--- src/rtl/bnn_layer_ctrl.sv ---
// Byte-stream sequencer for the binary conv layer: loads kernel, threshold and image, settles, streams the output map.
// Optional weight reuse (skip kernel/threshold load) is enabled by defining BNN_CTRL_WEIGHT_REUSE_EN.

module bnn_byte_field #(
  parameter int WIDTH = 9,
  parameter int CNT_W = 7
) (
  input  logic             clk,
  input  logic             rst_n,
  input  logic             we,
  input  logic [CNT_W-1:0] idx,
  input  logic [7:0]       data,
  output logic [WIDTH-1:0] q
);
  logic [WIDTH-1:0] q_nxt;

  // Each bit knows its byte index statically, so a write touches only the addressed slice.
  for (genvar i = 0; i < WIDTH; i++) begin : g_bit
    assign q_nxt[i] = (we && idx == CNT_W'(i / 8)) ? data[i % 8] : q[i];
  end

  always_ff @(posedge clk or negedge rst_n)
    if (!rst_n) q <= '0;
    else        q <= q_nxt;
endmodule

module bnn_layer_ctrl #(
  parameter  int IMG_WIDTH       = 30,
  parameter  int KERNEL_LEN      = 3,
  parameter  int SETTLE_CYCLES   = 2,
  localparam int IMG_IN_SIZE     = IMG_WIDTH * IMG_WIDTH,
  localparam int OUT_LEN         = IMG_WIDTH - KERNEL_LEN + 1,
  localparam int IMG_OUT_SIZE    = OUT_LEN * OUT_LEN,
  localparam int KERNEL_SIZE     = KERNEL_LEN * KERNEL_LEN,
  localparam int THRESHOLD_WIDTH = $clog2(KERNEL_SIZE + 1)
) (
  input  logic                       clk,
  input  logic                       rst_n,
  input  logic                       start,
`ifdef BNN_CTRL_WEIGHT_REUSE_EN
  input  logic                       reuse_w,
`endif
  input  logic                       in_valid,
  input  logic [7:0]                 in_data,
  output logic                       in_ready,
  output logic                       out_valid,
  output logic [7:0]                 out_data,
  input  logic                       out_ready,
  output logic                       busy,
  output logic [KERNEL_SIZE-1:0]     kernel_buf,
  output logic [THRESHOLD_WIDTH-1:0] threshold,
  output logic [IMG_IN_SIZE-1:0]     img_buf,
  input  logic [IMG_OUT_SIZE-1:0]    layer_out
);
  localparam int K_BYTES = (KERNEL_SIZE + 7) / 8;
  localparam int I_BYTES = (IMG_IN_SIZE + 7) / 8;
  localparam int O_BYTES = (IMG_OUT_SIZE + 7) / 8;
  localparam int CNT_MAX = (I_BYTES > O_BYTES) ?
                           ((I_BYTES > SETTLE_CYCLES) ? I_BYTES : SETTLE_CYCLES) :
                           ((O_BYTES > SETTLE_CYCLES) ? O_BYTES : SETTLE_CYCLES);
  localparam int CNT_W   = $clog2(CNT_MAX + 1);
  localparam int CAP_W   = O_BYTES * 8;

  typedef enum logic [2:0] {IDLE, LD_K, LD_T, LD_I, SETTLE, STREAM} state_t;

  state_t             state, state_nxt;
  logic [CNT_W-1:0]   cnt, cnt_nxt;
  logic [CAP_W-1:0]   cap;
  logic               in_fire, out_fire, skip_w;
  logic               k_we, i_we, t_we, cap_ld;

  assign in_ready  = (state == LD_K) || (state == LD_T) || (state == LD_I);
  assign out_valid = (state == STREAM);
  assign busy      = (state != IDLE);
  assign in_fire   = in_ready & in_valid;
  assign out_fire  = out_valid & out_ready;
  assign out_data  = out_valid ? cap[7:0] : 8'h00;

`ifdef BNN_CTRL_WEIGHT_REUSE_EN
  assign skip_w = reuse_w;
`else
  assign skip_w = 1'b0;
`endif

  always_ff @(posedge clk or negedge rst_n)
    if (!rst_n) begin
      state <= IDLE;
      cnt   <= '0;
    end else begin
      state <= state_nxt;
      cnt   <= cnt_nxt;
    end

  always_comb begin
    state_nxt = state;
    cnt_nxt   = cnt;
    case (state)
      IDLE:
        if (start) begin
          cnt_nxt   = '0;
          state_nxt = skip_w ? LD_I : LD_K;
        end
      LD_K:
        if (in_fire) begin
          if (cnt == CNT_W'(K_BYTES - 1)) begin
            cnt_nxt   = '0;
            state_nxt = LD_T;
          end else cnt_nxt = cnt + 1'b1;
        end
      LD_T:
        if (in_fire) begin
          cnt_nxt   = '0;
          state_nxt = LD_I;
        end
      LD_I:
        if (in_fire) begin
          if (cnt == CNT_W'(I_BYTES - 1)) begin
            cnt_nxt   = '0;
            state_nxt = SETTLE;
          end else cnt_nxt = cnt + 1'b1;
        end
      SETTLE:
        if (cnt == CNT_W'(SETTLE_CYCLES - 1)) begin
          cnt_nxt   = '0;
          state_nxt = STREAM;
        end else cnt_nxt = cnt + 1'b1;
      STREAM:
        if (out_fire) begin
          if (cnt == CNT_W'(O_BYTES - 1)) begin
            cnt_nxt   = '0;
            state_nxt = IDLE;
          end else cnt_nxt = cnt + 1'b1;
        end
      default: begin
        cnt_nxt   = '0;
        state_nxt = IDLE;
      end
    endcase
  end

  assign k_we   = in_fire && (state == LD_K);
  assign t_we   = in_fire && (state == LD_T);
  assign i_we   = in_fire && (state == LD_I);
  assign cap_ld = (state == SETTLE) && (cnt == CNT_W'(SETTLE_CYCLES - 1));

  bnn_byte_field #(.WIDTH(KERNEL_SIZE), .CNT_W(CNT_W)) u_kernel (
    .clk(clk), .rst_n(rst_n), .we(k_we), .idx(cnt), .data(in_data), .q(kernel_buf)
  );

  bnn_byte_field #(.WIDTH(IMG_IN_SIZE), .CNT_W(CNT_W)) u_img (
    .clk(clk), .rst_n(rst_n), .we(i_we), .idx(cnt), .data(in_data), .q(img_buf)
  );

  always_ff @(posedge clk or negedge rst_n)
    if (!rst_n)    threshold <= '0;
    else if (t_we) threshold <= in_data[THRESHOLD_WIDTH-1:0];

  // Capture is zero-padded to whole bytes and shifted down so the current byte is always cap[7:0].
  always_ff @(posedge clk or negedge rst_n)
    if (!rst_n)        cap <= '0;
    else if (cap_ld)   cap <= CAP_W'(layer_out);
    else if (out_fire) cap <= cap >> 8;
endmodule
--- config.mk ---
export PLATFORM = sky130hd
export DESIGN_NAME = bnn_layer_ctrl
export DESIGN_NICKNAME = d
export VERILOG_FILES = /design/src/rtl/bnn_layer_ctrl.sv
export SDC_FILE = /design/constraint.sdc
export NUM_CORES = 2
export LEC_CHECK = 0
export ABC_AREA = 0
export BUFFER_PORTS_ARGS = -buffer_cell sky130_fd_sc_hd__clkbuf_2
export CAP_MARGIN = 20
export CORE_AREA = 2 2 674 676
export DETAILED_ROUTE_END_ITERATION = 10
export DIE_AREA = 0 0 676 678
export PLACE_DENSITY = 0.3
export SLEW_MARGIN = 20
export SYNTH_ARGS = -nofsm -noshare
export SYNTH_HDL_FRONTEND = slang
export SYNTH_SLANG_ARGS = --single-unit
--- constraint.sdc ---
create_clock -name clk -period 6.1 [get_ports clk]
set_input_delay 0.915 -clock clk [delete_from_list [all_inputs] [get_ports clk]]
set_output_delay 0.915 -clock clk [all_outputs]
set_load 0.01 [all_outputs]
Yosys cells after proc, flatten, opt, wreduce, memory -nomap -nowiden. Index checks and enable logic that the tools add are counted.

$add $sub $neg: 1. Equality and inequality tests: 126. Multiplexer cells: 22. Bitwise gates (word level): 2. Reduce and logical (&&, ||, !) cells: 127.

Operator list (count): $mux 784 (2); $eq 7x7->1 const B (49); $eq 7x6->1 const B (32); $logic_and 1x1->1 (119); $eq 7x5->1 const B (16); $eq 7x4->1 const B (8); $mux 7 (8); $pmux 7 s6 (1); $eq 7x3->1 const B (4); $mux 3 (9); $pmux 3 s6 (1); $eq 7x2->1 const B (2); $ne 2x2->1 const B (5); $reduce_and 9->1 (1); $mux 8 (1); $ne 2x1->1 const B (4); $add 7x1->7 const B (1); $eq 7x1->1 const B (1); $logic_not 7->1 (1); $eq 3x2->1 const B (2); $eq 3x3->1 const B (2); $reduce_and 5->1 (1); $eq 3x1->1 const B (1); $logic_not 3->1 (1); 4 further kinds (6).

Register bits: 1707. Bits of input ports: 797. Output and inout bits: 924.

Depth between registers and ports, before layout.
Depth after elaboration: 6. Gate-level depth with buffers: 11. Depth with buffers taken out: 7.

Modules after synthesis. From an unflattened synthesis, not the netlist that was laid out.

Cell total of the unflattened synthesis: 5636. Area total of the unflattened synthesis: 70014.6 sq um.

By module, submodules not included: bnn_layer_ctrl (times used 1, cells an instance 3511, area an instance 35232.5 sq um, seq. area each 19969.2 sq um); bnn_byte_field at u_img (times used 1, cells an instance 2103, area an instance 34401.7 sq um, seq. area each 22521.6 sq um); bnn_byte_field at u_kernel (times used 1, cells an instance 22, area an instance 380.4 sq um, seq. area each 225.2 sq um).

Worst setup path before layout. OpenSTA, ideal clock, no wires.

Path type: input port to flip-flop. From: in in_valid. To: reg u_img.q[248]. Arrival: 2.308 ns. Data required time: 5.975 ns. Path slack: 3.667 ns. Cell stages on the path: 5. Path buffers: 0. Path through: nand2_1 > nor3b_2 > nand2_1 > nor2_2 > mux2_2.

Word-level cells in the longest chain between the ends: 3.

RTL lines: start: declaration (line 43) `input logic in_valid,`; $and 1x1->1 (line 75) `assign in_fire = in_ready & in_valid;`; $logic_and 1x1->1 (line 143) `assign i_we = in_fire && (state == LD_I);`; $logic_and 1x1->1 (line 19) `assign q_nxt[i] = (we && idx == CNT_W'(i / 8)) ? data[i % 8] : q[i];`; end signal: assignment (line 24) `else q <= q_nxt;`; end: declaration (line 13) `output logic [WIDTH-1:0] q`.

No other way between the ends. A chain may end at the register's enable or synchronous reset.

Final worst setup path.
From: reg state[0]. To: out out_data[1].

Word-level cells in the longest chain between the ends: 2.

RTL lines: start: declaration (line 66) `state_t state, state_nxt;`; start signal: assignment (line 90) `state <= state_nxt;`; $eq 3x3->1 (line 73) `assign out_valid = (state == STREAM);`; $mux 8 (line 77) `assign out_data = out_valid ? cap[7:0] : 8'h00;`; end: declaration (line 47) `output logic [7:0] out_data,`.

No other way between the ends.

==> summary.txt <==
Least-Margin Pin Slew -> 1.14 ns
vertical die dimension -> 678 um
Crit-path slowest cell -> dfrtp_1
WS Path Type -> reg -> out
switching portion of total power -> 28.8%
EDFF count, synth -> 0
capture point of the worst path -> out_data[1]
root cell of the clock tree -> clkbuf_16
remaining number of nets flagged by the antenna check after routing -> 0
all-layer global routing usage -> 15.9%
number of buffers inserted by hold repair at cts -> 0
Reg2Reg Launch Point -> state[2]$_DFFE_PN0P_
share of total power in the clock network -> 44.3%
capturing element type of the critical path -> primary output
ratio of routed vias to standard cells -> 3.99
CTS H-tree lvls -> 4
max-capacitance violation count -> 0
antenna violations before repair -> 132
Top delay family on crit path -> flip-flops
combinational power share -> 13.2%
drt first-iter violations -> 3261
Clock Skew -> 0.0706 ns
destination of the worst register-to-register timing path -> cap[130]$_DFFE_PN0P_
fin cells -> 14260
Final Hold Viols -> 0
synth warn -> 0
areal power density over the cells -> 327 mW/mm2
final clock period utilization by the worst path -> 60.5%
Max rail drop VDD -> 0.229 mV
Tmin final -> 3.69 ns
leading cell type in the layout, fill and taps excluded -> clkbuf_2
average cell area after synthesis -> 10.8 um2
Post-CTS Setup Inserts -> 0
total net switching power -> 8.74 mW
Nets -> 8860
synthesized flop and latch total -> 1707
total clock buffers created by CTS -> 222
Buffers & Inverters on Critical Path -> 2
final total negative setup slack -> 0 ns
Syn Nets -> 7280
core area -> 0.451 mm2
highest attainable clock frequency -> 0.271 GHz
worst endpoint required time -> 5.18 ns
commonest non-fill, non-tap cells in the layout -> clkbuf_2 (1711), dfrtp_1 (1706), nand2_1 (1682)
maximum number of pins on one net before global-route repair -> 169
dominant cell type by area after synthesis -> dfrtp_1
# DRC -> 0
die area -> 0.458 mm2
largest stage delay on the critical path -> 0.73 ns
row count -> 247
outcome -> finished, final reports clean
type of element launching the critical path -> flop
class of the tightest hold or removal check -> in -> reg
Seq/Total Area, Yosys -> 61.1%
list of cells traversed by the critical path -> nor2b_2, buf_4, and3_1, clkbuf_2
WL per Instance -> 26.6 um
Layout area overhead -> 33.1%
total routed wirelength -> 379000 um
worst r2r path cells -> 7
clock tree from TritonCTS -> built
crit-path max FO -> 16
cells resized by post-CTS repair -> 0
final-report setup violation count -> 0
Async S/R FF share, synth -> 100%
Placer Congestion -> 0.824
I/O pin count -> 1721
clock edge transition at the registers on the reported setup and hold paths -> 0.06 ns
share of post-route cells with drive strength above 1 -> 37.9%
number of instances in the synthesized netlist -> 6479
clock latency reported for the late side of the worst-skew pair -> 0.96 ns
number of library cell types mapped by synthesis -> 51
setup slack of the worst register-to-register path -> 2.52 ns
first-pass GRT wire length -> 513000 um
Fillers -> 49871
internal power component -> 21.7 mW
final-report max-slew violation count -> 0
maximum number of buffers from clock root to sink -> 4
number of placed cells counting well taps -> 13809
portion of synthesized cell area occupied by the leading cell type -> 61.1%
effective utilization at floorplan -> 15.5%
top cells by area in the synthesized netlist -> dfrtp_1 (61%), mux2_2 (15%), nand2_1 (9.1%)
total leakage power -> 46.1 nW
arrival time worst endpoint -> 2.78 ns
Top FF cell, synth -> dfrtp_1
part of the total power dissipated in sequential elements -> 42.5%
overflow left after global routing -> 0
post-synth design cell area -> 0.0699 mm2
worst setup path startpoint -> state[0]$_DFFE_PN0P_
setup repair after global routing missed its margin -> false
count of input and output buffers -> 1720
estimated wirelength of the detail-placed design -> 281000 um
Levels on crit path -> 4
Rel. slew slack -> 23.9%
clock tree sinks -> 1707
Detailed Routing Iterations Pass 1 -> 7
via count -> 56938
chip width -> 676 um
number of global-route vias before repair -> 59088
==> cell usage after synthesis (2+ instances only) <==
cell type / count
dfrtp_1: 1707
nand2_1: 1685
mux2_2: 903
nor2_1: 808
a31oi_1: 777
clkbuf_1: 423
buf_2: 56
and3_1: 16
nand3_1: 12
mux2_4: 8
nor2_2: 8
nor2b_1: 7
and2_1: 6
o21ai_0: 6
ha_1: 4
a22o_1: 3
inv_1: 3
mux2_1: 3
nor3b_1: 3
or3_1: 3
a211oi_1: 2
a21o_1: 2
nand2b_1: 2
nand3b_1: 2
nor3_1: 2
nor4_1: 2
nor4b_1: 2
==> worst min-delay path: stages <==
cell and delay, ns:
clkbuf_2 0.07, nand2_1 0.04, nand2_1 0.05
==> stage by stage <==
step	instance area, um2	total power, mW	setup slack [ns]	utilization (%)	hold WS [ns]
2_1_floorplan	69900	14.5	3.67	-	0.466
3_3_place_gp	85500	17.2	2.33	18.9	0.481
3_5_place_dp	85500	17.3	2.25	19.0	0.488
4_1_cts	92900	31.1	2.13	20.6	0.0665
5_1_grt	92900	31.7	2.09	20.6	0.137
6_report	93000	30.4	2.41	20.6	0.232
==> logic make-up (layout without fill, tap and decap cells) <==
family	count (synthesis)	in the layout	share of synthesized area (%)
AND/OR/NAND/NOR	2570	2570	14.1
flip-flops	1707	1707	61.1
adder cells (fa/ha/maj)	4	4	0.0716
AO/OA/AOI/OAI	800	800	7.21
buffers and inverters	484	2242	2.71
other	0	47	0
multiplexers	914	914	14.8
==> metal layers <==
| metal | vias up | GRT usage (%) | wire length, um |
|---|---|---|---|
| met5 | - | 0 | 356 |
| met1 | 29522 | 19.0 | 153000 |
| met3 | 548 | 4.33 | 26000 |
| li1 | 25223 | - | - |
| met2 | 1591 | 27.4 | 186000 |
| met4 | 54 | 5.29 | 13700 |
==> state kept, by name, indices dropped and copies added, names as in the netlist <==
register    count
cap           784
threshold       4
u_img.q       900
u_kernel.q      9
state           3
cnt             7
==> how the worst min path moves through the flow <==
stage	cells after the start	startpoint	endpoint
2_1_floorplan	2	cap[776]$_DFFE_PN0P_	cap[776]$_DFFE_PN0P_
3_3_place_gp	2	cap[783]$_DFFE_PN0P_	cap[783]$_DFFE_PN0P_
3_5_place_dp	2	cap[783]$_DFFE_PN0P_	cap[783]$_DFFE_PN0P_
4_1_cts	1	rst_n	u_img.q[678]$_DFFE_PN0P_
5_1_grt	3	layer_out[779]	cap[779]$_DFFE_PN0P_
6_report	3	layer_out[778]	cap[778]$_DFFE_PN0P_
==> area by class of cell <==
type,count,area [um2],area share (%)
sequential,1707,42700,45.9
timing repair buffer,1837,10000,10.8
tap,5976,7480,8.04
inverter,3,11.3,0.0121
antenna,47,118,0.126
clock buffer,340,6600,7.10
clock inverter,62,721,0.775
multi-input combinational,4288,25300,27.2
==> power groups by stage <==
| stage | sequential, mW | clock (mW) | combinational (mW) |
|---|---|---|---|
| after floorplan | 13.2 | 0 | 1.27 |
| after global placement | 13.1 | 0 | 4.15 |
| after detailed placement | 13.1 | 0 | 4.16 |
| after CTS | 12.9 | 14.0 | 4.18 |
| after global routing | 13.0 | 14.4 | 4.31 |
| final | 12.9 | 13.5 | 4.02 |
Power figures use the tool's default switching activity.
